## config.mk

```make
export PLATFORM = sky130hd
export DESIGN_NAME = matmul_engine_flat
export DESIGN_NICKNAME = d
export VERILOG_FILES = /design/src/rtl/matmul_engine_if.sv /design/src/rtl/matmul_engine.sv /design/src/flat_wrapper.sv
export SDC_FILE = /design/constraint.sdc
export NUM_CORES = 1
export LEC_CHECK = 0
export BUFFER_PORTS_ARGS = -buffer_cell sky130_fd_sc_hd__buf_4
export CAP_MARGIN = 5
export CORE_ASPECT_RATIO = 2
export CORE_MARGIN = 2
export CORE_UTILIZATION = 33
export DETAILED_ROUTE_END_ITERATION = 12
export GPL_ROUTABILITY_DRIVEN = 0
export SYNTH_ARGS = -nofsm -noshare
export SYNTH_HDL_FRONTEND = slang
export SYNTH_SLANG_ARGS = --single-unit
```

## constraint.sdc

```tcl
create_clock -name clk -period 8.3 [get_ports clk]
set_input_delay 0.415 -clock clk [delete_from_list [all_inputs] [get_ports clk]]
set_output_delay 0.415 -clock clk [all_outputs]
set_load 0.01 [all_outputs]
```

## src/rtl/matmul_engine_if.sv

```systemverilog
// matmul_engine_if: groups the start/result handshake and both BRAM read ports
// of matmul_engine. The engine connects through the master modport; whoever
// owns the BRAMs and consumes results uses the slave modport.
interface matmul_engine_if #(
  parameter int ADDR_WIDTH = 10,
  parameter int DATA_WIDTH = 16,
  parameter int NUM_OUT    = 16,
  parameter int ACC_WIDTH  = 32
);
  localparam int IDX_WIDTH = (NUM_OUT > 1) ? $clog2(NUM_OUT) : 1;

  logic                  start_matmul;
  logic                  token_rd_en;
  logic [ADDR_WIDTH-1:0] token_rd_addr;
  logic [DATA_WIDTH-1:0] token_rd_data;
  logic                  weight_rd_en;
  logic [ADDR_WIDTH-1:0] weight_rd_addr;
  logic [DATA_WIDTH-1:0] weight_rd_data;
  logic                  busy;
  logic                  result_valid;
  logic [IDX_WIDTH-1:0]  result_idx;
  logic [ACC_WIDTH-1:0]  result_data;
  logic                  done;

  modport master (
    input  start_matmul, token_rd_data, weight_rd_data,
    output token_rd_en, token_rd_addr, weight_rd_en, weight_rd_addr,
    output busy, result_valid, result_idx, result_data, done
  );

  modport slave (
    output start_matmul, token_rd_data, weight_rd_data,
    input  token_rd_en, token_rd_addr, weight_rd_en, weight_rd_addr,
    input  busy, result_valid, result_idx, result_data, done
  );
endinterface

```

## src/rtl/matmul_engine.sv

```systemverilog
// matmul_engine: int8 matrix-vector multiply behind the serial loader BRAMs.
// Each 16-bit word carries two signed int8 lanes, so one word pair gives two
// MACs per cycle. Each row is FETCH (W cycles) -> DRAIN -> EMIT, and the rows
// follow back to back. A single DONE cycle follows the last row.
// Optional feature macro: MATMUL_SATURATE_EN clamps the emitted result to the
// int16 range. The accumulator itself always wraps.
module matmul_engine #(
  parameter int ADDR_WIDTH = 10,
  parameter int DATA_WIDTH = 16,
  parameter int VEC_LEN    = 64,
  parameter int NUM_OUT    = 16,
  parameter int ACC_WIDTH  = 32
) (
  input  logic              clk,
  input  logic              rst_n,
  matmul_engine_if.master   bus
);

  localparam int W         = VEC_LEN / 2;
  localparam int LANE      = DATA_WIDTH / 2;
  localparam int KW        = (W > 1) ? $clog2(W) : 1;
  localparam int IDX_WIDTH = (NUM_OUT > 1) ? $clog2(NUM_OUT) : 1;

  localparam logic [KW-1:0]         K_LAST   = KW'(W - 1);
  localparam logic [KW-1:0]         K_ZERO   = {KW{1'b0}};
  localparam logic [KW-1:0]         K_ONE    = KW'(1'b1);
  localparam logic [IDX_WIDTH-1:0]  R_LAST   = IDX_WIDTH'(NUM_OUT - 1);
  localparam logic [IDX_WIDTH-1:0]  R_ZERO   = {IDX_WIDTH{1'b0}};
  localparam logic [IDX_WIDTH-1:0]  R_ONE    = IDX_WIDTH'(1'b1);
  localparam logic [ADDR_WIDTH-1:0] A_ZERO   = {ADDR_WIDTH{1'b0}};
  localparam logic [ADDR_WIDTH-1:0] A_ONE    = ADDR_WIDTH'(1'b1);
  localparam logic [ACC_WIDTH-1:0]  ACC_ZERO = {ACC_WIDTH{1'b0}};

  typedef enum logic [2:0] {
    S_IDLE  = 3'd0,
    S_FETCH = 3'd1,
    S_DRAIN = 3'd2,
    S_EMIT  = 3'd3,
    S_DONE  = 3'd4
  } state_t;

  state_t                 state_q, state_d;
  logic [KW-1:0]          k_q, k_d;
  logic [IDX_WIDTH-1:0]   r_q, r_d;
  logic                   rd_en_q, rd_en_d;
  logic [ADDR_WIDTH-1:0]  tok_addr_q, tok_addr_d;
  logic [ADDR_WIDTH-1:0]  wt_addr_q, wt_addr_d;
  logic                   busy_q, busy_d;
  logic                   valid_q, valid_d;
  logic                   done_q, done_d;
  logic [IDX_WIDTH-1:0]   idx_q, idx_d;
  logic [ACC_WIDTH-1:0]   res_q, res_d;

  logic                   data_vld_q;
  logic                   first_q;
  logic [ACC_WIDTH-1:0]   acc_q, acc_d;

  logic signed [15:0]     t_lo_s, t_hi_s, w_lo_s, w_hi_s;
  logic signed [15:0]     p_lo_s, p_hi_s;
  logic [16:0]            pair_sum_s;
  logic [ACC_WIDTH-1:0]   pair_ext_s;

  // Value presented on result_data for a finished accumulator.
  function automatic logic [ACC_WIDTH-1:0] emit_value(input logic [ACC_WIDTH-1:0] acc);
`ifdef MATMUL_SATURATE_EN
    logic signed [ACC_WIDTH-1:0] sat_max;
    logic signed [ACC_WIDTH-1:0] sat_min;
    logic [ACC_WIDTH-1:0]        clamped;
    sat_max = {{(ACC_WIDTH-15){1'b0}}, 15'h7FFF};
    sat_min = {{(ACC_WIDTH-15){1'b1}}, 15'h0000};
    if ($signed(acc) > sat_max) begin
      clamped = sat_max;
    end else if ($signed(acc) < sat_min) begin
      clamped = sat_min;
    end else begin
      clamped = acc;
    end
    return clamped;
`else
    return acc;
`endif
  endfunction

  // Lane products of the word pair returned this cycle, summed and sign-extended.
  always_comb begin
    t_lo_s     = {{8{bus.token_rd_data[LANE-1]}},      bus.token_rd_data[LANE-1:0]};
    t_hi_s     = {{8{bus.token_rd_data[DATA_WIDTH-1]}}, bus.token_rd_data[DATA_WIDTH-1:LANE]};
    w_lo_s     = {{8{bus.weight_rd_data[LANE-1]}},      bus.weight_rd_data[LANE-1:0]};
    w_hi_s     = {{8{bus.weight_rd_data[DATA_WIDTH-1]}}, bus.weight_rd_data[DATA_WIDTH-1:LANE]};
    p_lo_s     = t_lo_s * w_lo_s;
    p_hi_s     = t_hi_s * w_hi_s;
    pair_sum_s = {p_lo_s[15], p_lo_s} + {p_hi_s[15], p_hi_s};
    pair_ext_s = {{(ACC_WIDTH-17){pair_sum_s[16]}}, pair_sum_s};
  end

  // Accumulator update: first word of a row loads, later words add with wrap.
  always_comb begin
    acc_d = acc_q;
    if (data_vld_q) begin
      if (first_q) begin
        acc_d = pair_ext_s;
      end else begin
        acc_d = acc_q + pair_ext_s;
      end
    end else begin
      acc_d = acc_q;
    end
  end

  // Next state plus next values of every registered output.
  always_comb begin
    state_d    = state_q;
    k_d        = k_q;
    r_d        = r_q;
    rd_en_d    = 1'b0;
    tok_addr_d = tok_addr_q;
    wt_addr_d  = wt_addr_q;
    busy_d     = 1'b1;
    valid_d    = 1'b0;
    done_d     = 1'b0;
    idx_d      = idx_q;
    res_d      = res_q;
    case (state_q)
      S_IDLE: begin
        if (bus.start_matmul) begin
          state_d    = S_FETCH;
          k_d        = K_ZERO;
          r_d        = R_ZERO;
          rd_en_d    = 1'b1;
          tok_addr_d = A_ZERO;
          wt_addr_d  = A_ZERO;
        end else begin
          busy_d = 1'b0;
        end
      end
      S_FETCH: begin
        if (k_q == K_LAST) begin
          state_d = S_DRAIN;
        end else begin
          k_d        = k_q + K_ONE;
          rd_en_d    = 1'b1;
          tok_addr_d = tok_addr_q + A_ONE;
          wt_addr_d  = wt_addr_q + A_ONE;
        end
      end
      S_DRAIN: begin
        // Last word lands in acc_d this cycle, so the result is captured from it.
        state_d = S_EMIT;
        valid_d = 1'b1;
        idx_d   = r_q;
        res_d   = emit_value(acc_d);
      end
      S_EMIT: begin
        if (r_q == R_LAST) begin
          state_d = S_DONE;
          done_d  = 1'b1;
        end else begin
          // Weight rows are contiguous, so the next row starts one word on.
          state_d    = S_FETCH;
          r_d        = r_q + R_ONE;
          k_d        = K_ZERO;
          rd_en_d    = 1'b1;
          tok_addr_d = A_ZERO;
          wt_addr_d  = wt_addr_q + A_ONE;
        end
      end
      S_DONE: begin
        state_d = S_IDLE;
        busy_d  = 1'b0;
      end
      default: begin
        state_d = S_IDLE;
        busy_d  = 1'b0;
      end
    endcase
  end

  // Control state, counters and registered outputs.
  always_ff @(posedge clk or negedge rst_n) begin
    if (!rst_n) begin
      state_q    <= S_IDLE;
      k_q        <= K_ZERO;
      r_q        <= R_ZERO;
      rd_en_q    <= 1'b0;
      tok_addr_q <= A_ZERO;
      wt_addr_q  <= A_ZERO;
      busy_q     <= 1'b0;
      valid_q    <= 1'b0;
      done_q     <= 1'b0;
      idx_q      <= R_ZERO;
      res_q      <= ACC_ZERO;
    end else begin
      state_q    <= state_d;
      k_q        <= k_d;
      r_q        <= r_d;
      rd_en_q    <= rd_en_d;
      tok_addr_q <= tok_addr_d;
      wt_addr_q  <= wt_addr_d;
      busy_q     <= busy_d;
      valid_q    <= valid_d;
      done_q     <= done_d;
      idx_q      <= idx_d;
      res_q      <= res_d;
    end
  end

  // Data path: track which cycle carries returned BRAM data, and accumulate.
  always_ff @(posedge clk or negedge rst_n) begin
    if (!rst_n) begin
      data_vld_q <= 1'b0;
      first_q    <= 1'b0;
      acc_q      <= ACC_ZERO;
    end else begin
      data_vld_q <= rd_en_q;
      first_q    <= rd_en_q && (k_q == K_ZERO);
      acc_q      <= acc_d;
    end
  end

  assign bus.token_rd_en    = rd_en_q;
  assign bus.weight_rd_en   = rd_en_q;
  assign bus.token_rd_addr  = tok_addr_q;
  assign bus.weight_rd_addr = wt_addr_q;
  assign bus.busy           = busy_q;
  assign bus.result_valid   = valid_q;
  assign bus.result_idx     = idx_q;
  assign bus.result_data    = res_q;
  assign bus.done           = done_q;

endmodule

```

## src/flat_wrapper.sv

```systemverilog
// flat-port wrapper written by rule: the top's interface ports become plain ports
module matmul_engine_flat 
#(
  parameter int ADDR_WIDTH = 10,
  parameter int DATA_WIDTH = 16,
  parameter int VEC_LEN    = 64,
  parameter int NUM_OUT    = 16,
  parameter int ACC_WIDTH  = 32
)
  (clk, rst_n, bus_start_matmul, bus_token_rd_data, bus_weight_rd_data, bus_token_rd_en, bus_token_rd_addr, bus_weight_rd_en, bus_weight_rd_addr, bus_busy, bus_result_valid, bus_result_idx, bus_result_data, bus_done);
  matmul_engine_if #(.ADDR_WIDTH(ADDR_WIDTH), .DATA_WIDTH(DATA_WIDTH), .NUM_OUT(NUM_OUT), .ACC_WIDTH(ACC_WIDTH)) bus_i ();
  input  logic clk;
  input  logic rst_n;
  input wire logic [$bits(bus_i.start_matmul)-1:0] bus_start_matmul;
  input wire logic [$bits(bus_i.token_rd_data)-1:0] bus_token_rd_data;
  input wire logic [$bits(bus_i.weight_rd_data)-1:0] bus_weight_rd_data;
  output wire logic [$bits(bus_i.token_rd_en)-1:0] bus_token_rd_en;
  output wire logic [$bits(bus_i.token_rd_addr)-1:0] bus_token_rd_addr;
  output wire logic [$bits(bus_i.weight_rd_en)-1:0] bus_weight_rd_en;
  output wire logic [$bits(bus_i.weight_rd_addr)-1:0] bus_weight_rd_addr;
  output wire logic [$bits(bus_i.busy)-1:0] bus_busy;
  output wire logic [$bits(bus_i.result_valid)-1:0] bus_result_valid;
  output wire logic [$bits(bus_i.result_idx)-1:0] bus_result_idx;
  output wire logic [$bits(bus_i.result_data)-1:0] bus_result_data;
  output wire logic [$bits(bus_i.done)-1:0] bus_done;
  assign bus_i.start_matmul = bus_start_matmul;
  assign bus_i.token_rd_data = bus_token_rd_data;
  assign bus_i.weight_rd_data = bus_weight_rd_data;
  assign bus_token_rd_en = bus_i.token_rd_en;
  assign bus_token_rd_addr = bus_i.token_rd_addr;
  assign bus_weight_rd_en = bus_i.weight_rd_en;
  assign bus_weight_rd_addr = bus_i.weight_rd_addr;
  assign bus_busy = bus_i.busy;
  assign bus_result_valid = bus_i.result_valid;
  assign bus_result_idx = bus_i.result_idx;
  assign bus_result_data = bus_i.result_data;
  assign bus_done = bus_i.done;
  matmul_engine #(.ADDR_WIDTH(ADDR_WIDTH), .DATA_WIDTH(DATA_WIDTH), .VEC_LEN(VEC_LEN), .NUM_OUT(NUM_OUT), .ACC_WIDTH(ACC_WIDTH)) u_core (.clk(clk), .rst_n(rst_n), .bus(bus_i));
endmodule
```

# Word-level counts from Yosys, hierarchy flattened
# Cells that the tools add are included.
[totals]
memories = 0
inputBits = 35
latchBits = 0
elab_cells = 68
out_inout_bits = 61
ram_bits = 0
mem_bits_ro = 0
reg_bits = 106
[op_classes]
order_cmp = 0
shifts = 0
div = 0
mul = 2
add_sub_neg = 6
bitwise_logic = 0
n_eq_ne = 9
mux = 28
n_reduce_logical = 9
[op_table]
columns = ["operator", "count"]
rows = [
  ["$mux W32", 2],
  ["$pmux W10 S3", 2],
  ["$mux W10", 5],
  ["$add A32 B32 Y32", 1],
  ["$mul A8 B8 Y16", 2],
  ["$add A10 B1 Y10 const B", 2],
  ["$add A16 B16 Y17", 1],
  ["$mux W5", 3],
  ["$pmux W5 S3", 1],
  ["$pmux W3 S4", 1],
  ["$mux W3", 3],
  ["$mux W4", 2],
  ["$pmux W4 S2", 1],
  ["$eq A3 B2 Y1 const B", 2],
  ["$mux W1", 6],
  ["$ne A2 B2 Y1 const B", 3],
  ["$add A5 B1 Y5 const B", 1],
  ["$eq A5 B5 Y1 const B", 1],
  ["$logic_not A5 Y1", 1],
  ["$add A4 B1 Y4 const B", 1],
  ["$eq A4 B4 Y1 const B", 1],
  ["$reduce_and A4 Y1", 1],
  ["$eq A3 B1 Y1 const B", 1],
  ["$logic_not A3 Y1", 1],
  ["other kinds (9)", 9],
]

# Longest topological paths before layout
# Gate-level depths: netlist of run 1.
[logic_depth]
depth_word = 5
depth_mapped = 33
ltp_nobuf = 32

# Worst setup path after synthesis of run 1
# OpenSTA, ideal clock, no wires.
[synth_path]
kind = "input port to flip-flop"
from = "input port bus_weight_rd_data[8]"
to = "register u_core.res_q[28], in the netlist u_core.bus.result_data[28]"
required_time_ns = 8.175
cell_stages = 30
arrival_time_ns = 7.539
n_path_buf = 2
setup_time_ns = 0.125
slack_ns = 0.636
path_cell_list = "and2_1 > inv_1 > fa_1 > fa_1 > inv_1 > fa_1 > fa_1 > fa_1 > inv_1 > fa_1 > inv_1 > ha_1 > o21a_2 > and3_4 > o31ai_4 > a21o_1 > a21oi_1 > or2_2 > buf_6 > ha_1 > buf_2 > a21oi_2 > o21bai_1 > a2111oi_0 > o21ai_1 > a41oi_1 > xor2_1 > nor2_1 > o22a_1 > mux2_2"
[synth_between]
elab_chain_cells = 5
[synth_rtl]
columns = ["element", "line", "rtl"]
rows = [
  ["start: declaration", "flat_wrapper.sv:16", "input wire logic [$bits(bus_i.weight_rd_data)-1:0] bus_weight_rd_data;"],
  ["$mul A8 B8 Y16 *", "matmul_engine.sv:91", "p_hi_s = t_hi_s * w_hi_s;"],
  ["$add A16 B16 Y17 *", "matmul_engine.sv:92", "pair_sum_s = {p_lo_s[15], p_lo_s} + {p_hi_s[15], p_hi_s};"],
  ["$add A32 B32 Y32", "matmul_engine.sv:103", "acc_d = acc_q + pair_ext_s;"],
  ["$mux W32 *", "matmul_engine.sv:100", "if (first_q) begin"],
  ["$mux W32 *", "matmul_engine.sv:99", "if (data_vld_q) begin"],
  ["via u_core.acc_d[28]", "matmul_engine.sv:56", "logic [ACC_WIDTH-1:0] acc_q, acc_d;"],
  ["end signal: assignment", "matmul_engine.sv:203", "res_q <= res_d;"],
  ["end: declaration", "matmul_engine.sv:52", "logic [ACC_WIDTH-1:0] res_q, res_d;"],
]
# Mark *: on every way through the listed nets, which the timed path passes. The rest lies on a longest branch.
# A chain may end at the register's enable or synchronous reset.

# Worst setup path after layout of run 1
[layout_path]
from = "input port bus_weight_rd_data[1]"
to = "register u_core.res_q[28], in the netlist u_core.bus.result_data[28]"
[layout_between]
elab_chain_cells = 5
[layout_rtl]
columns = ["element", "line", "rtl"]
rows = [
  ["$mul A8 B8 Y16 *", "matmul_engine.sv:90", "p_lo_s = t_lo_s * w_lo_s;"],
  ["$add A16 B16 Y17 *", "matmul_engine.sv:92", ""],
  ["$add A32 B32 Y32", "matmul_engine.sv:103", ""],
  ["$mux W32 *", "matmul_engine.sv:100", ""],
  ["$mux W32 *", "matmul_engine.sv:99", ""],
  ["via u_core.acc_d[28]", "matmul_engine.sv:56", ""],
]
# Marks and branches as above.

==> results of run 1 <==
## per-stage QoR
step                      instances  area (um2)
after global routing           1772       13200
after global placement         1756       12900
final                          1772       13200
after CTS                      1772       13200
after detailed placement       1756       12900
after floorplan                1233       11600
## per-layer routing
| metal | track usage, % | vias to the layer above | routed length [um] |
|---|---|---|---|
| met4 | 8.42 | 0 | 1460 |
| met5 | 0 | - | 0 |
| li1 | - | 4196 | - |
| met1 | 16.2 | 4456 | 9800 |
| met2 | 35.3 | 186 | 18300 |
| met3 | 2.18 | 74 | 1070 |
## critical path: cells and delay by family
family / cells / cell delay (ps)
AND/OR/NAND/NOR: 4 / 800
buffers and inverters: 6 / 510
XOR/XNOR: 1 / 170
adder cells (fa/ha/maj): 8 / 3940
AO/OA/AOI/OAI: 9 / 2030
multiplexers: 1 / 260
## logic make-up (layout without fill, tap and decap cells)
family / after synthesis / after routing / synth area share (%)
xor+xnor: 58 / 58 / 4.37
fa+ha+maj: 235 / 235 / 34.6
simple gates: 370 / 370 / 15.8
compound gates: 214 / 214 / 12.0
buf+inv: 215 / 309 / 7.11
mux: 35 / 35 / 3.35
flops: 106 / 106 / 22.8
## how the worst max path moves through the flow
stage                                from                    endpoint  slack (ps)  depth (start not counted)
floorplan           bus_weight_rd_data[8]  u_core.bus.result_data[28]         640                         30
global placement    bus_weight_rd_data[1]  u_core.bus.result_data[30]         150                         30
detailed placement  bus_weight_rd_data[1]  u_core.bus.result_data[28]          20                         29
CTS                 bus_weight_rd_data[1]  u_core.bus.result_data[28]         380                         29
global route        bus_weight_rd_data[1]  u_core.bus.result_data[28]          20                         29
finish              bus_weight_rd_data[1]  u_core.bus.result_data[28]         410                         29
## synth_stat cells, drive strengths merged, types with 5 or more instances
library cell / count / area [um2]
a21o: 17 / 128
a21oi: 75 / 390
a31oi: 14 / 87.6
and2: 79 / 494
and3: 11 / 78.8
buf: 12 / 65.1
clkbuf: 16 / 60.1
dfrtp: 106 / 2650
fa: 144 / 2880
ha: 91 / 1140
inv: 186 / 698
mux2: 28 / 319
mux2i: 7 / 70.1
nand2: 113 / 432
nand2b: 9 / 56.3
nand3: 13 / 65.1
nand4: 12 / 75.1
nor2: 92 / 350
nor2b: 5 / 38.8
nor3: 9 / 45.0
o211ai: 9 / 67.6
o21a: 8 / 61.3
o21ai: 44 / 231
o21bai: 9 / 67.6
o22a: 5 / 43.8
o31ai: 10 / 93.8
or3: 10 / 62.6
xnor2: 33 / 289
xor2: 25 / 219
## registers in the layout, indices dropped and copies added (netlist names)
name / flops
u_core.acc_q: 32
u_core.bus.busy: 1
u_core.bus.done: 1
u_core.bus.result_data: 32
u_core.bus.result_idx: 4
u_core.bus.result_valid: 1
u_core.bus.token_rd_addr: 10
u_core.bus.token_rd_en: 1
u_core.bus.weight_rd_addr: 10
u_core.data_vld_q: 1
u_core.first_q: 1
u_core.k_q: 5
u_core.r_q: 4
u_core.state_q: 3
## repair_timing
action | CTS | global route
hold buffers | 0 | 0
buffers inserted | 0 | 0
gates resized for setup | 0 | 2
endpoints found under the setup margin | 0 | 2
endpoints found under the hold margin | 0 | 0
## cell type report
type,instances,area (um2),share of cell area (%)
clock buffers,10,239,1.81
inverters,187,702,5.33
multi-input cells,912,8150,61.9
clock inverters,6,78.8,0.598
flip-flops and latches,106,2650,20.1
repair buffers,106,796,6.04
well taps,445,557,4.23
==> metrics.txt, run 1 <==
clock skew ~8.5 ps; worst setup path class in -> reg; Max-cap violations 0; synth unique cells 75; Antenna Cells 0; post-synthesis register bit count between 100 and 150; clock buffer depth 2; share of layout cells above drive strength 1 13.3%; max incr delay on CP 680 ps; num rows 97; status finished clean; maximum achievable frequency 127 MHz; die width 137 um; commonest non-fill, non-tap cell in the layout inv_1; Overall Global Routing Usage 17.4%; drt drc 0; Synth Net Count 1503; worst slack, placed 16.3 ps; Port Buffers 95; CTS tree done; Worst setup SP type input port; H-tree Lvls 3; CP Data Required Time approximately 8500 ps; synth warn 0; fin crit share 95.0%; Post-synth EDFFs 0; final wirelength 30.6 mm; Hold WS 42.8 ps; Detail Placement HPWL 25.7 mm; final setup fails 0; top_reg_cell synth dfrtp_1; CTS clk-pin slew, worst paths 80 ps; WP data arrival 8130 ps; clk sinks around 110; HP Class in -> async; filler instances 3543; remaining antenna violation count after routing 0; crit-path max FO 11; Synth async-reset ratio 100%; setup_tns 0 ps; largest net degree at the start of global routing 62; Initial Util 33.4%; Detailed Routing Iterations Pass 1 4; Post-Synthesis Cell Area approximately 0.012 mm2; slowest CP cell fa_2; fin crit period 7890 ps; Layout Nets 1592; DRT iter0 DRCs 261; RSZ-0062 raised after global routing false; Clock Tree Root clkbuf_16; Slew @ Worst Pin 804 ps; vias in the first global route 9899; most frequent cells in the layout inv_1 (185), fa_1 (143), nand2_1 (112); worst setup margin 411 ps; Vias per Instance 5.03; Post-Synthesis Cells 1233; initial antenna violation count 0; die area 0.0368 mm2; Worst R2R Setup Slack just over 5000 ps; sequential area share after synthesis 22.8%; Layout area overhead 13.3%; Core ar. 0.0348 mm2; Mean Syn Cell Area around 9.4 um2; Pins Over Slew Limit 0; worst r2r src u_core.acc_q[0]; DR WL/cell about 17 um; worst r2r dst u_core.bus.result_data[16]; endpoint type of the worst setup path register; routed via count 8912; worst reg-to-reg path cell count 11; Final Hold Fails 0; grt ovf 0; clock latency at the later pin of the worst-skew pair 360 ps; IO Pins 96; Core Util, Final 37.8%; CTS Buf Count 9; Die Span Y 269 um; Slew headroom between 40% and 50%; first-pass GRT wire length 50.1 mm
Power of run 1 is left out: the tool's default activity adds up to more than one toggle a clock period on the data nets, which glitch-free logic cannot reach.
==> run 2: changes to the inputs <==
--- a/config.mk
+++ b/config.mk
@@ -10,8 +10,10 @@
 export CORE_ASPECT_RATIO = 2
 export CORE_MARGIN = 2
 export CORE_UTILIZATION = 33
+export CTS_BUF_LIST = sky130_fd_sc_hd__clkbuf_16
 export DETAILED_ROUTE_END_ITERATION = 12
 export GPL_ROUTABILITY_DRIVEN = 0
+export RECOVER_POWER = 25
 export SYNTH_ARGS = -nofsm -noshare
 export SYNTH_HDL_FRONTEND = slang
 export SYNTH_SLANG_ARGS = --single-unit
==> constraint.sdc (replaced) <==
create_clock -name clk -period 9.6 [get_ports clk]
set_input_delay 0.48 -clock clk [delete_from_list [all_inputs] [get_ports clk]]
set_output_delay 0.48 -clock clk [all_outputs]
set_load 0.01 [all_outputs]
==> metrics.txt, run 2 (synthesized netlist as in run 1, its figures left out) <==
maximum achievable frequency 121 MHz; DRT iter0 DRCs 287 (+10%); first-pass GRT wire length 49.3 mm (-1.5%); RSZ-0062 raised after global routing false; grt ovf 0 (unchanged); endpoint type of the worst setup path register; worst setup path class in -> reg; Layout Nets 1586 (-0.38%); CP Data Required Time 9860 ps (+1320 ps); routed via count 8842 (-0.79%); setup_tns 0 ps (unchanged); Detail Placement HPWL 25.1 mm (-2.1%); clock skew 9.31 ps (+0.847 ps); Pins Over Slew Limit 39 (+39); drt drc 0 (unchanged); slowest CP cell fa_1; CTS Buf Count 9 (unchanged); Layout area overhead 11.9%; vias in the first global route 9640 (-2.6%); max incr delay on CP 720 ps (+40 ps); share of layout cells above drive strength 1 10.9% (-2.4 points); Core ar. 0.0348 mm2 (unchanged); Slew @ Worst Pin 2180 ps (+1380 ps); Slew headroom -45.6% (-92 points); Detailed Routing Iterations Pass 1 5 (+1); final setup fails 0 (unchanged); commonest non-fill, non-tap cell in the layout inv_1; most frequent cells in the layout inv_1 (185), fa_1 (144), nand2_1 (112); fin crit period 8230 ps; clk sinks 106 (unchanged); initial antenna violation count 0 (unchanged); DR WL/cell 16.9 um (-2.3%); die area 0.0368 mm2 (unchanged); fin crit share 85.8%; remaining antenna violation count after routing 0 (unchanged); largest net degree at the start of global routing 70 (+13%); status finished, violations left; Overall Global Routing Usage 17.2% (-0.23 points); post-CTS setup buffer count 0 (unchanged); clock buffer depth 2 (unchanged); die width 137 um (unchanged); # resized after CTS 0 (unchanged); CTS tree done; Vias per Instance 5.01 (-0.45%); H-tree Lvls 3 (unchanged); Final Hold Fails 0 (unchanged); failing checks max-capacitance violations, max-slew violations; Port Buffers 95 (unchanged); num rows 97 (unchanged); CTS clk-pin slew, worst paths 80 ps (about the same); CTS Hold Buffers Added 0 (unchanged); HP Class in -> reg; IO Pins 96 (unchanged); Worst setup SP type input port; Max-cap violations 1 (+1); WP data arrival 8490 ps (+360 ps); clock latency at the later pin of the worst-skew pair 370 ps (about the same); Clock Tree Root clkbuf_16; Initial Util 33.4% (unchanged); most used cell, CP fa_1; Die Span Y 269 um (unchanged); Antenna Cells 0 (unchanged); crit-path max FO 21 (+10); final wirelength 29.8 mm (-2.7%)
==> run 2: changes by cell type in the layout (fill, tap and decap cells not counted), moves of 2 or more <==
cell,change
buf_4,-32
clkbuf_1,+26
clkinv_8,+2
inv_8,-2
==> run 2: final timing paths <==
kind	startpoint	to	slack, ps	cells past startpoint
setup reg to reg	u_core.acc_q[0]	u_core.bus.result_data[16]	6400	11
min in group asynchronous	rst_n	u_core.bus.token_rd_addr[8]	740	1
setup / recovery	bus_weight_rd_data[1]	u_core.bus.result_data[28]	1370	29
hold reg to reg	u_core.bus.token_rd_en	u_core.data_vld_q	480	0
max in group asynchronous	rst_n	u_core.data_vld_q	6970	2
hold / removal	bus_start_matmul	u_core.bus.busy	430	3
==> run 2: final cells by class <==
cell class / count / area, um2
well taps: 445 / 557
clock inverters: 7 / 72.6
fillers: 3545 / 21800
inverters: 187 / 702
clock buffers: 9 / 225
flip-flops and latches: 106 / 2650
multi-input cells: 912 / 8150
repair buffers: 100 / 653
==> run 2: per-layer routing <==
| metal | wire (um) | GRT usage [%] |
|---|---|---|
| met1 | 9370 | 16.0 |
| met2 | 17700 | 34.2 |
| met3 | 1200 | 2.71 |
| met4 | 1490 | 8.58 |
| met5 | 0 | 0 |
==> run 2: critical path, delay by kind of cell <==
kind | cells | cell delay [ps]
buffers and inverters | 6 | 550
adder cells (fa/ha/maj) | 8 | 4070
AO/OA/AOI/OAI | 10 | 2280
multiplexers | 1 | 260
AND/OR/NAND/NOR | 3 | 680
XOR/XNOR | 1 | 170
==> run 2: stage by stage <==
stage | instances | hold slack, ps | setup slack (ps) | util [%] | instance area (um2)
2_1_floorplan | 1233 | 184 | 1870 | - | 11600
3_3_place_gp | 1750 | 464 | 1080 | 36.8 | 12800
3_5_place_dp | 1750 | 471 | 1040 | 36.8 | 12800
4_1_cts | 1766 | 97.3 | 1380 | 37.6 | 13100
5_1_grt | 1766 | 436 | 610 | 37.4 | 13000
6_report | 1766 | 433 | 1370 | 37.4 | 13000
Power of run 2 is left out for the same reason.
==> run 3: changes to the inputs <==
--- a/config.mk
+++ b/config.mk
@@ -7,13 +7,14 @@
 export LEC_CHECK = 0
 export BUFFER_PORTS_ARGS = -buffer_cell sky130_fd_sc_hd__buf_4
 export CAP_MARGIN = 5
-export CORE_ASPECT_RATIO = 2
+export CORE_ASPECT_RATIO = 1.75
 export CORE_MARGIN = 2
 export CORE_UTILIZATION = 33
 export CTS_BUF_LIST = sky130_fd_sc_hd__clkbuf_16
 export DETAILED_ROUTE_END_ITERATION = 12
 export GPL_ROUTABILITY_DRIVEN = 0
 export RECOVER_POWER = 25
+export SKIP_LAST_GASP = 1
 export SYNTH_ARGS = -nofsm -noshare
 export SYNTH_HDL_FRONTEND = slang
 export SYNTH_SLANG_ARGS = --single-unit
==> metrics.txt, run 3 (synthesized netlist as in run 1, its figures left out) <==
status finished, violations left; failing checks max-capacitance violations, max-slew violations; DR WL/cell 15.8 um (-6.1%); Core Util, Final 37.3% (-0.049 points); post-CTS setup buffer count 0 (unchanged); WP buf/inv 5 (-1); Layout Nets 1585 (-0.063%); maximum achievable frequency 121 MHz (-0.36%); filler instances 3605 (+1.7%); setup_tns 0 ps (unchanged); Core ar. 0.0350 mm2 (+0.35%); Port Buffers 95 (unchanged); CP Data Required Time 9840 ps (-20 ps); HP Class in -> reg; die area 0.0368 mm2 (about the same); Pins Over Slew Limit 46 (+18%); endpoint type of the worst setup path register; CTS clk-pin slew, worst paths 80 ps (about the same); drt drc 0 (unchanged); Detail Placement HPWL 23.9 mm (-4.8%); fin crit share 86.1% (+0.31 points); initial antenna violation count 0 (unchanged); slowest CP cell fa_1; Clock Tree Root clkbuf_16; grt ovf 0 (unchanged); clk sinks 106 (unchanged); most frequent cells in the layout inv_1 (185), fa_1 (144), nand2_1 (112); max incr delay on CP 550 ps (-170 ps); family with the most delay on the worst path adder cells; H-tree Lvls 3 (unchanged); RSZ-0062 raised after global routing false; share of layout cells above drive strength 1 11.3% (+0.39 points); crit-path max FO 21 (unchanged); Slew @ Worst Pin 2590 ps (+401 ps); # resized after CTS 0 (unchanged); clock buffer depth 2 (unchanged); die width 146 um (+6.7%); final setup fails 0 (unchanged); CTS Hold Buffers Added 0 (unchanged); routed via count 8780 (-0.70%); first-pass GRT wire length 48.5 mm (-1.7%); final wirelength 28.3 mm (-5.1%); clock latency at the later pin of the worst-skew pair 360 ps (about the same); largest net degree at the start of global routing 63 (-10%); Overall Global Routing Usage 16.4% (-0.80 points); Slew headroom -72.4% (-27 points); Antenna Cells 0 (unchanged); most used cell, CP fa_1; Layout area overhead 12.2%; commonest non-fill, non-tap cell in the layout inv_1; remaining antenna violation count after routing 0 (unchanged); CTS Buf Count 9 (unchanged); CTS tree done; Max-cap violations 1 (unchanged); num rows 91 (-6.2%); WP data arrival 8500 ps (about the same); vias in the first global route 9725 (+0.88%); Detailed Routing Iterations Pass 1 4 (-1); DRT iter0 DRCs 250 (-13%); Initial Util 33.3% (-0.12 points); IO Pins 96 (unchanged); worst setup path class in -> reg; Worst setup SP type input port; Final Hold Fails 0 (unchanged); Vias per Instance 4.92 (-1.8%); Die Span Y 252 um (-6.4%); fin crit period 8260 ps (+29.8 ps); clock skew 9.32 ps (+0.00380 ps)
run 3: changes by cell type in the layout (fill, tap and decap cells not counted):
cell / delta
buf_4: +6
inv_8: +2
clkbuf_1: -7
clkinv_1: +1
clkinv_8: -2
clkinv_4: -1
run 3: metal layers:
| metal | up-vias | track usage (%) | wire, um | share of wire, % |
|---|---|---|---|---|
| met2 | 183 | 33.3 | 16600 | 59 |
| met3 | 63 | 2.36 | 1010 | 3.6 |
| met1 | 4347 | 16.3 | 9800 | 35 |
| li1 | 4187 | - | - | - |
| met4 | 0 | 6.22 | 893 | 3.2 |
| met5 | - | 0 | 0 | 0 |
run 3: layout make-up:
class	count	area [um2]	area share, %
multi-input combinational	912	8150	62.5
sequential	106	2650	20.4
clock inverter	7	57.6	0.441
clock buffer	9	225	1.73
inverter	187	702	5.38
tap	465	582	4.46
timing repair buffer	99	672	5.15
run 3: worst register-to-register path, stage by stage, from the launching register on:
cell and delay, ps:
dfrtp_1 390, ha_1 240, fa_1 410, a21o_1 200, a221oi_2 360, and3_1 270
o31ai_1 170, a21boi_2 260, xor2_1 190, nor2_1 60, o22a_1 210, mux2_2 270
run 3: through the flow:
stage               hold slack, ps  instances  worst slack (ps)  instance area, um2
finish                         402       1785              1340               13000
global route                   434       1785               831               13000
CTS                            146       1785              1340               13100
detailed placement             449       1769              1020               12800
global placement               448       1769              1130               12800
floorplan                      184       1233              1870               11600
run 3: worst paths after layout:
kind                                             start                          end  slack (ps)  depth (start not counted)
min in group asynchronous                        rst_n  u_core.bus.token_rd_addr[5]         910                          1
max in group asynchronous                        rst_n            u_core.data_vld_q        6720                          2
worst min register to register  u_core.bus.token_rd_en            u_core.data_vld_q         460                          0
worst min-delay path                  bus_start_matmul              u_core.bus.busy         400                          3
worst max-delay path             bus_token_rd_data[15]   u_core.bus.result_data[28]        1340                         29
worst max register to register         u_core.acc_q[0]   u_core.bus.result_data[16]        6460                         11
Power of run 3 is left out for the same reason.
